`src/rtl/nn_pkg.sv`:
```
// Shared types and default widths for the sequential neuron dot-product block.
package nn_pkg;

   typedef enum logic [1:0] {
      IDLE  = 2'd0,
      FETCH = 2'd1,
      DONE  = 2'd2
   } state_t;

   localparam int ADDR_W_DEFAULT = 8;
   // 15 * 255 * 255 = 975375 fits in 20 bits
   localparam int ACC_W_DEFAULT  = 20;

endpackage

```
`src/rtl/neuron_mac_seq_if.sv`:
```
// Job request, activation stream, weight-memory and result handshake bundle.
interface neuron_mac_seq_if
   import nn_pkg::*;
#(
   parameter int ADDR_W = ADDR_W_DEFAULT,
   parameter int ACC_W  = ACC_W_DEFAULT
);
   logic              start;
   logic [ADDR_W-1:0] base_addr;
   logic [3:0]        count;
   logic [7:0]        x_data;
   logic              x_valid;
   logic              x_ready;
   logic [ADDR_W-1:0] rom_address;
   logic              rom_enable;
   logic [7:0]        rom_data;
   logic [ACC_W-1:0]  result;
   logic              out_valid;
   logic              out_ready;
   logic              busy;

   modport slave (
      input  start, base_addr, count, x_data, x_valid, rom_data, out_ready,
      output x_ready, rom_address, rom_enable, result, out_valid, busy
   );

   modport master (
      output start, base_addr, count, x_data, x_valid, rom_data, out_ready,
      input  x_ready, rom_address, rom_enable, result, out_valid, busy
   );
endinterface

```
`src/rtl/nn_mac8.sv`:
```
// 8x8 unsigned multiply-accumulate with synchronous clear (clear wins over enable).
module nn_mac8
   import nn_pkg::*;
#(
   parameter int ACC_W = ACC_W_DEFAULT
) (
   input  logic             clk,
   input  logic             rst,
   input  logic             clr,
   input  logic             en,
   input  logic [7:0]       a,
   input  logic [7:0]       b,
   output logic [ACC_W-1:0] acc
);
   logic [15:0] prod;

   assign prod = a * b;

   always_ff @(posedge clk or posedge rst) begin
      if (rst)
         acc <= '0;
      else if (clr)
         acc <= '0;
      else if (en)
         acc <= acc + ACC_W'(prod);
   end
endmodule

```
`src/rtl/neuron_mac_seq.sv`:
```
// Sequential dot product: streams count activations against weights read from
// base_addr onward, then presents the sum until downstream accepts it.
module neuron_mac_seq
   import nn_pkg::*;
#(
   parameter int ADDR_W = ADDR_W_DEFAULT,
   parameter int ACC_W  = ACC_W_DEFAULT
) (
   input  logic            clk,
   input  logic            rst,
   neuron_mac_seq_if.slave bus
);
   state_t            state, state_nxt;
   logic [ADDR_W-1:0] base;
   logic [3:0]        cnt;
   logic [3:0]        idx;
   logic              mac_clr;
   logic              xfer;
   logic              fetch_on;
   logic              done_on;
   logic [ACC_W-1:0]  acc;

   always_ff @(posedge clk or posedge rst) begin
      if (rst)
         state <= IDLE;
      else
         state <= state_nxt;
   end

   always_ff @(posedge clk or posedge rst) begin
      if (rst) begin
         base <= '0;
         cnt  <= '0;
         idx  <= '0;
      end else if (state == IDLE && bus.start) begin
         base <= bus.base_addr;
         cnt  <= bus.count;
         idx  <= '0;
      end else if (xfer) begin
         idx  <= idx + 4'd1;
      end
   end

   always_comb begin
      state_nxt = state;
      mac_clr   = 1'b0;
      xfer      = 1'b0;
      fetch_on  = 1'b0;
      done_on   = 1'b0;
      case (state)
         IDLE: begin
            if (bus.start) begin
               mac_clr   = 1'b1;
               state_nxt = (bus.count == 4'd0) ? DONE : FETCH;
            end
         end
         FETCH: begin
            fetch_on = 1'b1;
            xfer     = bus.x_valid;
            if (xfer && idx == cnt - 4'd1)
               state_nxt = DONE;
         end
         DONE: begin
            done_on = 1'b1;
            if (bus.out_ready)
               state_nxt = IDLE;
         end
         default: state_nxt = IDLE;
      endcase
   end

   // Accumulator doubles as the result register: it holds through DONE and IDLE
   nn_mac8 #(.ACC_W(ACC_W)) u_mac (
      .clk (clk),
      .rst (rst),
      .clr (mac_clr),
      .en  (xfer),
      .a   (bus.x_data),
      .b   (bus.rom_data),
      .acc (acc)
   );

   assign bus.x_ready     = fetch_on;
   assign bus.rom_enable  = fetch_on;
   assign bus.rom_address = fetch_on ? base + ADDR_W'(idx) : '0;
   assign bus.out_valid   = done_on;
   assign bus.busy        = (state != IDLE);
   assign bus.result      = acc;
endmodule

```
`src/flat_wrapper.sv`:
```
// flat-port wrapper written by rule: the top's interface ports become plain ports
module neuron_mac_seq_flat import nn_pkg::*;
#(
   parameter int ADDR_W = ADDR_W_DEFAULT,
   parameter int ACC_W  = ACC_W_DEFAULT
)
  (clk, rst, bus_start, bus_base_addr, bus_count, bus_x_data, bus_x_valid, bus_rom_data, bus_out_ready, bus_x_ready, bus_rom_address, bus_rom_enable, bus_result, bus_out_valid, bus_busy);
  neuron_mac_seq_if #(.ADDR_W(ADDR_W), .ACC_W(ACC_W)) bus_i ();
  input  logic clk;
  input  logic rst;
  input wire logic [$bits(bus_i.start)-1:0] bus_start;
  input wire logic [$bits(bus_i.base_addr)-1:0] bus_base_addr;
  input wire logic [$bits(bus_i.count)-1:0] bus_count;
  input wire logic [$bits(bus_i.x_data)-1:0] bus_x_data;
  input wire logic [$bits(bus_i.x_valid)-1:0] bus_x_valid;
  input wire logic [$bits(bus_i.rom_data)-1:0] bus_rom_data;
  input wire logic [$bits(bus_i.out_ready)-1:0] bus_out_ready;
  output wire logic [$bits(bus_i.x_ready)-1:0] bus_x_ready;
  output wire logic [$bits(bus_i.rom_address)-1:0] bus_rom_address;
  output wire logic [$bits(bus_i.rom_enable)-1:0] bus_rom_enable;
  output wire logic [$bits(bus_i.result)-1:0] bus_result;
  output wire logic [$bits(bus_i.out_valid)-1:0] bus_out_valid;
  output wire logic [$bits(bus_i.busy)-1:0] bus_busy;
  assign bus_i.start = bus_start;
  assign bus_i.base_addr = bus_base_addr;
  assign bus_i.count = bus_count;
  assign bus_i.x_data = bus_x_data;
  assign bus_i.x_valid = bus_x_valid;
  assign bus_i.rom_data = bus_rom_data;
  assign bus_i.out_ready = bus_out_ready;
  assign bus_x_ready = bus_i.x_ready;
  assign bus_rom_address = bus_i.rom_address;
  assign bus_rom_enable = bus_i.rom_enable;
  assign bus_result = bus_i.result;
  assign bus_out_valid = bus_i.out_valid;
  assign bus_busy = bus_i.busy;
  neuron_mac_seq #(.ADDR_W(ADDR_W), .ACC_W(ACC_W)) u_core (.clk(clk), .rst(rst), .bus(bus_i));
endmodule
```
`config.mk`:
```
export PLATFORM = sky130hd
export DESIGN_NAME = neuron_mac_seq_flat
export DESIGN_NICKNAME = d
export VERILOG_FILES = /design/src/rtl/nn_pkg.sv /design/src/rtl/neuron_mac_seq_if.sv /design/src/rtl/nn_mac8.sv /design/src/rtl/neuron_mac_seq.sv /design/src/flat_wrapper.sv
export SDC_FILE = /design/constraint.sdc
export NUM_CORES = 1
export LEC_CHECK = 0
export BUFFER_PORTS_ARGS = -buffer_cell sky130_fd_sc_hd__buf_4
export CAP_MARGIN = 25
export CELL_PAD_IN_SITES_DETAIL_PLACEMENT = 0
export CELL_PAD_IN_SITES_GLOBAL_PLACEMENT = 1
export CORE_MARGIN = 2
export CORE_UTILIZATION = 43
export CTS_CLUSTER_SIZE = 30
export DETAILED_ROUTE_END_ITERATION = 7
export PLACE_DENSITY = 0.87
export SLEW_MARGIN = 20
export SYNTH_ARGS = -nofsm -noshare
export SYNTH_HDL_FRONTEND = slang
export SYNTH_SLANG_ARGS = --single-unit
```
`constraint.sdc`:
```
create_clock -name clk -period 5.2 [get_ports clk]
set_input_delay 1.56 -clock clk [delete_from_list [all_inputs] [get_ports clk]]
set_output_delay 1.56 -clock clk [all_outputs]
set_load 0.01 [all_outputs]
```
* After elaboration in Yosys (flattened, before gate mapping)
Cells that the tools add are included.
Word-level totals: flip-flop bits (word level) 38, output and inout port bits 32, logic and storage cells 39
Operators by class: add/sub/neg operators 4, multiply operators 1, equality and inequality tests 6, muxes and demuxes 15, reductions and logical operators 8
Operator list (count):
- 20-bit 2-to-1 mux | 2
- 20-bit by 16-bit adder with 20-bit output | 1
- 8-bit by 8-bit multiplier with 16-bit output | 1
- 8-bit by 4-bit adder with 8-bit output | 1
- 2-bit 2-to-1 mux | 4
- 4-bit 2-to-1 mux | 2
- 8-bit 2-to-1 mux | 1
- 2-bit one-hot mux with 3 select lines | 1
- 2-bit nonzero test | 3
- 1-bit 2-to-1 mux | 5
- 4-bit by 1-bit adder with 4-bit output (second input constant) | 1
- 4-bit == test | 1
- 4-bit zero test | 1
- 2-bit != test (second input constant) | 2
- 4-bit by 1-bit subtractor with 4-bit output (second input constant) | 1
- 3-bit AND reduction | 1
- 2-bit by 1-bit == test with 1-bit output (second input constant) | 1
- 2-bit == test (second input constant) | 1
- 1-bit logical AND | 2
- 2-bit zero test | 1
- 2-bit by 1-bit != test with 1-bit output (second input constant) | 1

* Logic depth before layout (Yosys ltp)
word-level depth 5, depth in mapped cells 18, mapped depth without buffers 17

* By module
Synthesis repeated with hierarchy kept, for this count alone.
Unflattened totals: cells, all modules 541, area total of the unflattened synthesis 4754.6 µm²
By module, submodules not included:
- nn_mac8 | times used 1, cells each 432, area an instance 3672.3 µm², sequential area each 500.5 µm²
- neuron_mac_seq | times used 1, cells each 109, area an instance 1082.3 µm², sequential area each 450.4 µm²

* Least setup slack after synthesis
Ideal clock, no wire load.
kind input -> register, start point input bus_rom_data[1], end point register u_core.u_mac.acc[10], library setup time 122 ps, data arrival time 5504 ps, required time 5078 ps, setup slack -425 ps, stages 16, buffers on the path 1, path through clkbuf_1 > nand2_1 > fa_1 > inv_1 > fa_1 > fa_1 > inv_1 > fa_1 > inv_1 > ha_1 > a21o_1 > a31oi_2 > a21boi_2 > o21a_1 > or3_1 > a32o_1
On the way: longest elaborated chain between the ends 4
RTL lines:
- start, declared | line flat_wrapper.sv:16 | input wire logic [$bits(bus_i.rom_data)-1:0] bus_rom_data;
- 8-bit by 8-bit multiplier with 16-bit output | line nn_mac8.sv:17 | assign prod = a * b;
- 20-bit by 16-bit adder with 20-bit output | line nn_mac8.sv:25 | acc <= acc + ACC_W'(prod);
- 20-bit 2-to-1 mux | line nn_mac8.sv:24 | else if (en)
- 20-bit 2-to-1 mux | line nn_mac8.sv:22 | else if (clr)
- end signal, assigned | line nn_mac8.sv:25
- end, declared | line nn_mac8.sv:13 | output logic [ACC_W-1:0] acc
Every way passes these cells. The select of a mux whose other input is x is not followed. A chain may end at the register's enable or synchronous reset.

* Worst setup path in the final report
start point input bus_x_data[5], end point register u_core.u_mac.acc[19]
On the way: longest elaborated chain between the ends 4
RTL lines:
- start, declared | line flat_wrapper.sv:14 | input wire logic [$bits(bus_i.x_data)-1:0] bus_x_data;
- 8-bit by 8-bit multiplier with 16-bit output | line nn_mac8.sv:17
- 20-bit by 16-bit adder with 20-bit output | line nn_mac8.sv:25
- 20-bit 2-to-1 mux | line nn_mac8.sv:24
- 20-bit 2-to-1 mux | line nn_mac8.sv:22
Every way passes these cells. The select of a mux whose other input is x is not followed.

==> results.cfg <==
[pwr]
p_int_mw = 1.88
p_total_mw = 3.50
power_frac_seq_pct = 14.6
leakagePower_nw = 3.01
irDropWorstVdd_v = 0.000348
power_density_nw_per_um2 = 611
netSwitchingFraction_pct = 46.4
power_frac_comb_pct = 77.9
clkPwrFrac_pct = 7.5
p_switching_mw = 1.62

[routing]
wl_um = 10300
vias = 3688
via_per_inst = 4.93
drtIter0Drc = 175
wire_per_inst_um = 13.8
drt_pass1_iterations = 6
ant_nets = 0
drc_errors = 0

[flow_run]
cap_viol_max_count = 0

[floorplanning]
row_count = 37
fp.dieW_um = 106
core_sq_um = 10300
start_util_pct = 43.9
die_area_sq_um = 11300
io-pin-count = 65
die_height_um = 106

[yosys]
synth-seq-cells = 38
netlist_instances = 520
synth-async-reset-ratio_pct = 100
yosysWarnings = 0
synth_cell_types = 48
synth_area_sq_um = 4510
yosys_most_used_dff = dfrtp_1
avgSynthCellArea_sq_um = 8.67
yosysSeqAreaShare_pct = 21.1
synth-edff-count = 0
syn_nets = 651

[clock_tree]
cts_root_buf = clkbuf_8
cts.clk_slew.worst_paths_ns = 0.08
insertion_delay_ns = 0.30
cts_buffer_depth = 2
cts_made_buffers = 5
clock_sinks = 38
htree_levels = 2
cts_tree = yes

[place]
port_buffers = 64
dp_hpwl_um = 8260
globalplace.congestion = 0.839
dpl_worst_slack_ns = -0.330

[timing]
worst_slew_pin_slew_ns = 0.743
max_slew_margin_pct = 50.5
rsz0062_at_grt = true
clock_skew_ns = 0.0126
finalCritPeriodShare_pct = 99.7
hold_viol_final = 0
fmaxAchievable_mhz = 193
fin_ws_ns = 0.0150
slew_viol_final = 0
setup_viol = 0
fin_crit_ns = 5.18

[final_layout]
layout-drive-gt1-share_pct = 25.2
area_delta_synth_final_pct = 27.2
fin_util_pct = 55.8
nets = 742
antenna_cells = 0

[setup_path]
worstSetupStartpoint = bus_x_data[5]
r2r_cells = 15
reg2reg_slack_ns = 0.95
cp.arrival_ns = 5.40
timing.rr.end = u_core.u_mac.acc[10]
path_max_fanout = 8
start_kind = input port
critPathKind = in -> reg
cp_data_required_time_ns = 5.42
crit_path_end_kind = flop
timing.rr.start = u_core.u_mac.acc[7]

[min_path]
hold_end = u_core.base[2]
min_from = u_core.base[2]
hold_class = reg -> reg
hold_depth = 2

[global_routing]
overflow = 0
grt_pass1_vias = 3864
grt_antenna_before_repair = 0
grt_util_all_layers_pct = 19.7
grt_max_degree = 39
grt_pass1_wl_um = 18000

[status]
status = complete, no violations
## worst max-delay path: stages
cell      delay [ns]
buf_6           0.12
and2_4          0.16
fa_1            0.51
fa_1            0.50
fa_1            0.50
inv_1           0.05
fa_1            0.52
inv_2           0.05
ha_4            0.25
a21oi_1         0.31
a31oi_4         0.16
o311a_1         0.32
o211ai_2        0.18
mux2i_1         0.20
## metrics by stage
step                hold WS [ns]  TNS, ns  instances  cell area, sq um
floorplan                  0.450   -0.138        520              4630
global placement           0.467    -2.29        738              5430
detailed placement         0.471    -2.56        738              5430
CTS                        0.494  -0.0366        746              5530
global route               0.521   -0.469        748              5740
finish                     0.489        0        748              5740
## sequential cells by signal, summed over array words and instances, names as in the netlist
name	flops
u_core.base	8
u_core.cnt	4
u_core.idx	4
u_core.state	2
u_core.u_mac.acc	20
## timing repair
item	in CTS	in global routing
cloned	0	0
setup buffers	0	2
pin swaps	1	13
resized for setup	0	51
setup endpoints to repair	3	9
hold buffers	0	0
## final cells by class
| class | count | area [sq um] |
|---|---|---|
| sequential | 38 | 951 |
| multi-input combinational | 362 | 3330 |
| clock buffer | 7 | 76.3 |
| clock inverter | 1 | 30.0 |
| inverter | 107 | 402 |
| tap | 136 | 170 |
| timing repair buffer | 97 | 773 |
| fill | 965 | 4540 |
## worst max-delay path by stage
| stage | end |
|---|---|
| finish | u_core.u_mac.acc[19] |
| detailed placement | u_core.u_mac.acc[10] |
| global placement | u_core.u_mac.acc[10] |
| CTS | u_core.u_mac.acc[19] |
| global route | u_core.u_mac.acc[10] |
| floorplan | u_core.u_mac.acc[10] |
## power by group through the flow
stage / clock network [mW] / logic [mW] / registers [mW]
after floorplan: 0 / 1.67 / 0.511
after global placement: 0 / 2.38 / 0.515
after detailed placement: 0 / 2.43 / 0.520
after CTS: 0.269 / 2.46 / 0.515
after global routing: 0.282 / 3.07 / 0.531
final: 0.261 / 2.73 / 0.513
## layout by cell type, fill, tap and decap left out, drive strengths merged, types with 4 or more instances in the layout
cell,instances
inv,107
buf,97
nand2,88
fa,51
ha,47
dfrtp,38
and2,37
a21oi,19
o21ai,17
nor2,16
xor2,12
xnor2,10
clkbuf,7
nand2b,5
nor2b,5
or3,4
nand3,4
o211ai,4
a21o,4
## metal layers
layer	track usage, %	wire (um)	up-vias
met3	3.37	445	18
met4	5.84	200	0
li1	-	-	1806
met2	33.4	5110	90
met1	25.8	4550	1774
met5	0	0	-
## logic make-up after synthesis
logic type	after synthesis	synth area share, %
flip-flops	38	21.1
XOR/XNOR	22	4.27
AO/OA/AOI/OAI	72	10.8
AND/OR/NAND/NOR	167	17.3
adder cells (fa/ha/maj)	98	35.7
multiplexers	3	0.666
buffers and inverters	120	10.2
## synthesized netlist by cell type (4+ instances only)
cell type    n  area (sq um)
a21o_1       4          30.0
a21oi_1     18          90.1
and2_1      37           231
buf_2        4          20.0
clkbuf_1     7          26.3
dfrtp_1     38           951
fa_1        51          1020
ha_1        47           588
inv_1      106           398
nand2_1     88           330
nand2b_1     5          31.3
nand3_1      4          20.0
nor2_1      15          56.3
nor2b_1      5          31.3
o21ai_0     16          80.1
or3_1        4          25.0
xnor2_1     10          87.6
xor2_1      12           105
Note: power is estimated with default switching activity, not from simulation.
